File: config.mk
export PLATFORM = sky130hd
export DESIGN_NAME = fetch
export DESIGN_NICKNAME = d
export VERILOG_FILES = /design/src/rtl/mips_pkg.sv /design/src/rtl/fetch_queue.sv /design/src/rtl/fetch.sv
export SDC_FILE = /design/constraint.sdc
export NUM_CORES = 1
export LEC_CHECK = 0
export BUFFER_PORTS_ARGS = -buffer_cell sky130_fd_sc_hd__buf_2
export CAP_MARGIN = 15
export CORE_AREA = 8 8 145 147
export DETAILED_ROUTE_END_ITERATION = 7
export DIE_AREA = 0 0 153 155
export GPL_TIMING_DRIVEN = 0
export PLACE_DENSITY = 0.81
export SYNTH_ARGS = -nofsm -noshare
export SYNTH_HDL_FRONTEND = slang
export SYNTH_SLANG_ARGS = --single-unit
File: constraint.sdc
create_clock -name clk -period 4.2 [get_ports clk]
set_clock_uncertainty 0.15 [all_clocks]
set_input_delay 0.84 -clock clk [delete_from_list [all_inputs] [get_ports clk]]
set_output_delay 0.84 -clock clk [all_outputs]
set_load 0.005 [all_outputs]
File: src/rtl/mips_pkg.sv
// Shared widths and payload types for the MIPS pipeline front end.
package mips_pkg;

  localparam int unsigned WORD_W       = 32;
  localparam int unsigned FETCH_QDEPTH = 2;
  localparam int unsigned FETCH_CNT_W  = $clog2(FETCH_QDEPTH + 1);

  // One fetched instruction as handed to decode: pc holds its word address + 1.
  typedef struct packed {
    logic [WORD_W-1:0] pc;
    logic [WORD_W-1:0] instr;
  } fetch_entry_t;

endpackage

File: src/rtl/fetch_queue.sv
// Two-entry instruction FIFO with simultaneous push/pop and a one-cycle flush.
// The head slot is a register that directly drives the IF/ID outputs.
module fetch_queue
  import mips_pkg::*;
(
  input  logic                   clk,
  input  logic                   rst,
  input  logic                   push,
  input  fetch_entry_t           push_data,
  input  logic                   pop,
  input  logic                   flush,
  output fetch_entry_t           head,
  output logic [FETCH_CNT_W-1:0] count
);

  fetch_entry_t tail;
  logic         pop_ok;
  logic         push_ok;

  assign pop_ok  = pop && (count != '0);
  assign push_ok = push && ((count < FETCH_CNT_W'(FETCH_QDEPTH)) || pop_ok);

  // Shift-style storage: pops move the tail into the head slot.
  always_ff @(posedge clk) begin
    if (rst) begin
      head  <= '0;
      tail  <= '0;
      count <= '0;
    end else if (flush) begin
      count <= '0;
    end else begin
      case ({push_ok, pop_ok})
        2'b10: begin
          if (count == '0) begin
            head <= push_data;
          end else begin
            tail <= push_data;
          end
          count <= count + FETCH_CNT_W'(1);
        end
        2'b01: begin
          head  <= tail;
          count <= count - FETCH_CNT_W'(1);
        end
        2'b11: begin
          if (count == FETCH_CNT_W'(1)) begin
            head <= push_data;
          end else begin
            head <= tail;
            tail <= push_data;
          end
        end
        default: begin
        end
      endcase
    end
  end

endmodule

File: src/rtl/fetch.sv
// Instruction-fetch stage: PC, request issue, squash of stale responses and IF/ID queue.
// Optional performance counters are built only when FETCH_PERF_EN is defined.
module fetch
  import mips_pkg::*;
#(
  parameter logic [WORD_W-1:0] RESET_PC = 32'h0000_0000
) (
  input  logic              clk,
  input  logic              rst,
  input  logic              jump,
  input  logic [WORD_W-1:0] addr,
  input  logic              stall,
  output logic              imem_req,
  output logic [WORD_W-1:0] imem_addr,
  input  logic              imem_ready,
  input  logic              imem_rvalid,
  input  logic [WORD_W-1:0] imem_rdata,
  output logic              valid_if_id,
  output logic [WORD_W-1:0] pc_if_id,
  output logic [WORD_W-1:0] ir_if_id,
  output logic [WORD_W-1:0] perf_fetch,
  output logic [WORD_W-1:0] perf_flush,
  output logic [WORD_W-1:0] perf_stall
);

  localparam int unsigned OCC_W = FETCH_CNT_W + 1;

  logic [WORD_W-1:0]      pc;
  logic [WORD_W-1:0]      req_pc;
  logic                   inflight;
  logic                   squash;
  logic [FETCH_CNT_W-1:0] count;
  logic [OCC_W-1:0]       occupancy;
  fetch_entry_t           head;
  fetch_entry_t           push_data;
  logic                   pop;
  logic                   push;
  logic                   accept;
  logic                   redirect;

  assign valid_if_id = (count != '0);
  assign pc_if_id    = head.pc;
  assign ir_if_id    = head.instr;

  assign pop      = valid_if_id && !stall;
  assign redirect = jump && valid_if_id && !stall;

  // Slots already claimed after this cycle's pop; an in-flight request owns one.
  assign occupancy = OCC_W'(count) + OCC_W'(inflight) - OCC_W'(pop);
  assign imem_req  = !rst && (occupancy < OCC_W'(FETCH_QDEPTH));
  assign imem_addr = pc;
  assign accept    = imem_req && imem_ready;

  // Responses after reset or belonging to a pre-redirect request are dropped.
  assign push      = imem_rvalid && inflight && !squash && !redirect;
  assign push_data = '{pc: req_pc + WORD_W'(1), instr: imem_rdata};

  fetch_queue u_queue (
    .clk       (clk),
    .rst       (rst),
    .push      (push),
    .push_data (push_data),
    .pop       (pop),
    .flush     (redirect),
    .head      (head),
    .count     (count)
  );

  // PC and request tracking; the memory answers exactly one cycle after acceptance.
  always_ff @(posedge clk) begin
    if (rst) begin
      pc       <= RESET_PC;
      req_pc   <= '0;
      inflight <= 1'b0;
      squash   <= 1'b0;
    end else begin
      inflight <= accept;
      squash   <= accept && redirect;
      if (accept) begin
        req_pc <= pc;
      end
      if (redirect) begin
        pc <= addr;
      end else if (accept) begin
        pc <= pc + WORD_W'(1);
      end
    end
  end

`ifdef FETCH_PERF_EN
  logic [WORD_W-1:0] fetch_cnt;
  logic [WORD_W-1:0] flush_cnt;
  logic [WORD_W-1:0] stall_cnt;

  always_ff @(posedge clk) begin
    if (rst) begin
      fetch_cnt <= '0;
      flush_cnt <= '0;
      stall_cnt <= '0;
    end else begin
      if (push) begin
        fetch_cnt <= fetch_cnt + WORD_W'(1);
      end
      if (redirect) begin
        flush_cnt <= flush_cnt + WORD_W'(1);
      end
      if (stall && valid_if_id) begin
        stall_cnt <= stall_cnt + WORD_W'(1);
      end
    end
  end

  assign perf_fetch = fetch_cnt;
  assign perf_flush = flush_cnt;
  assign perf_stall = stall_cnt;
`else
  assign perf_fetch = '0;
  assign perf_flush = '0;
  assign perf_stall = '0;
`endif

endmodule

==> results.cfg <==
[synth]
ys_ff_latch = 196
yosys.cell_types.count = 56
yosys.area.top_type_share_pct = 40.1
yosys.cell_count.top_type = dfxtp_1
synth_edf_count = 0
async_reset_ff_share_pct = 0
synth_common_cells = dfxtp_1 (196), nand2_1 (159), nor2_1 (147)
synth_top_area_cell = dfxtp_1
synthCells = 1219
yosys_warnings = 0
synth_area_um2 = 9780
ys_seq_area_share_pct = 40.1
synth_flop_cell = dfxtp_1
yosys-top-cells-area = dfxtp_1 (40%), buf_4 (7.6%), nand2_1 (6.1%)
syn_avg_cell_area_um2 = 8.02

[cts]
cts.sinks = 196
clkTransAtPathRegs_ns = 0.07
numCtsBuffers = 17
cts_root_buf = clkbuf_16
htreeDepth = 4
clock_latency_ns = 0.44
cts_tree = built
clk_path_buf_depth = 2
hold_buffers = 0

[worst_setup_path]
cp-start-kind = flop
crit_arrival_ns = 3.09
path_buf_inv = 3
crit_chain = inv_1 -> ha_1 -> or2_2 -> inv_2 -> ha_1 -> nand2b_1 -> fa_1 -> nor2b_2 -> and2_1 -> buf_2
cp.required_ns = 3.21
cp_slowest_cell = fa_1
cpMostUsedCell = ha_1
cp_top_family = adder cells
crit_path_max_incr_delay_ns = 0.47
crit_type = flop to primary output
critPathCaptureType = primary output
cp_max_fo = 6

[pwr]
p_leak_nw = 4.77
comb_power_share_pct = 34.7
internal-power_mw = 4.00
pwr-share-seq_pct = 39.5
vdd_drop_max_mv = 0.305
power.density_nw_per_um2 = 540
clock_power_share_pct = 25.8
p_sw_share_pct = 37.7
switchingPower_mw = 2.43

[die]
num_rows = 51
dieArea_um2 = 23700
chipHeight_um = 155
ios = 264
core_um2 = 19000
initial_core_util_pct = 51.6
die_x_um = 153

[run]
maxCapViolCount = 0

[routing]
avgViaCountPerCell = 5.44
drt_pass1_iterations = 5
wl_per_cell_um = 16.6
antenna_left = 0
vias = 9524
drc = 0
drt_iter0_drc = 815
wirelength_um = 29100

[timing]
min_period_ns = 4.08
layout_setup_ws_ns = 0.118
hold_violations = 0
drv_slew = 0
post-route-period-util_pct = 97.2
worst_pin_slew_ns = 0.924
fin_tns_setup_ns = 0
slew_headroom_pct = 37.9
setup_viol = 0
fmax_mhz = 245

[cells_and_area]
n_antenna_cell = 0
nets = 1579
n_fill_cell = 1668
drive_gt1_share_pct = 21.8
utilization_pct = 62.8
finalInstanceArea_um2 = 11900
syn_to_final_growth_pct = 21.7

[global_routing]
grt_max_degree = 21
globalRouteTotalUtil_pct = 23.8
antenna_found_initial = 0
grt_pass1_wl_um = 46800
overflow = 0
grt_pass1_vias = 9036

[hold_path]
min_path_type = flop to flop

[place]
port_buffers = 166
placedInstanceArea_um2 = 11300
dp_hpwl_um = 22400
globalplace.congestion = 0.935
place_worst_setup_slack_ns = -0.637

[status]
status = finished clean
[logic make-up (layout without fill, tap and decap cells)]
group           Yosys count  in the layout  share of synthesized area [%]
xor+xnor                 56             56                           5.02
mux                       2              2                          0.205
fa+ha+maj                10             10                           1.36
flops                   196            196                           40.1
compound gates          248            248                           17.2
buf+inv                 205            403                           12.3
simple gates            501            501                           23.8
other cells               1             96                         0.0384
[through the flow]
step | power (mW) | instances | hold slack [ns]
after floorplan | 3.95 | 1314 | 0.286
after global placement | 4.70 | 1718 | 0.291
after detailed placement | 4.76 | 1718 | 0.296
after CTS | 6.41 | 1750 | 0.307
after global routing | 6.82 | 1750 | 0.321
final | 6.43 | 1750 | 0.306
[worst paths after layout]
check / slack (ns) / to / cells after the start / start
hold / removal: 0.31 / u_queue.tail[27]$_SDFFE_PP0P_ / 2 / u_queue.tail[27]$_SDFFE_PP0P_
setup reg to reg: 0.30 / u_queue.head[52]$_SDFFE_PP0P_ / 13 / u_queue.count[1]$_SDFFE_PP0P_
setup / recovery: 0.12 / imem_req / 10 / u_queue.count[1]$_SDFFE_PP0P_
hold reg to reg: 0.31 / u_queue.tail[27]$_SDFFE_PP0P_ / 2 / u_queue.tail[27]$_SDFFE_PP0P_
[layer usage]
layer	wire, um	track usage [%]
met1	12700	30.0
met2	13800	39.6
met3	2070	5.71
met4	592	7.82
met5	0	0
[worst register-to-register path, stage by stage (launching register included)]
cell	delay, ns
dfxtp_2	0.41
inv_1	0.09
ha_1	0.28
or2_2	0.38
a21oi_1	0.17
nand4b_1	0.19
inv_1	0.13
ha_1	0.23
nor2b_1	0.18
o21a_1	0.13
clkbuf_1	0.46
clkbuf_1	0.47
a221oi_1	0.24
a211oi_1	0.29
[placed cells by master (no fill, tap or decap), types with 17 or more instances in the layout]
cell and n:
a221oi_1 44, nor4_1 24, nand3_1 26, dfxtp_1 195, a21oi_1 88, xnor2_1 36
clkbuf_1 71, conb_1 96, nor2_1 147, buf_4 99, xor2_1 19, nor3_1 67
nand4_1 25, buf_2 173, nand2_1 159, a211oi_1 71, clkbuf_16 17
[area by class of cell]
class | instances | area [um2] | share of cell area (%)
buffer | 193 | 1160 | 9.74
clock buffer | 17 | 425 | 3.57
tap | 238 | 298 | 2.50
sequential | 196 | 3930 | 33.0
clock inverter | 15 | 181 | 1.52
timing repair buffer | 166 | 831 | 6.98
multi-input combinational | 913 | 5040 | 42.3
inverter | 12 | 45.0 | 0.378
[state kept, by name, indices dropped and copies added (netlist names)]
signal and count:
req_pc 32, inflight 1, u_queue.tail 64, squash 1, u_queue.head 64, imem_addr 32
u_queue.count 2
[what timing repair did]
| action | 4_1_cts | 5_1_grt |
|---|---|---|
| pin swaps | 0 | 0 |
| setup endpoints to repair | 101 | 88 |
| resized for setup | 3 | 12 |
| setup buffers | 0 | 0 |
[power groups by stage]
stage / Sequential (mW) / Clock [mW] / Combinational (mW)
after floorplan: 2.55 / 0 / 1.39
after global placement: 2.55 / 0 / 2.15
after detailed placement: 2.57 / 0 / 2.19
after CTS: 2.53 / 1.68 / 2.21
after global routing: 2.59 / 1.75 / 2.48
final: 2.54 / 1.66 / 2.23
(Power assumes the default switching activity.)
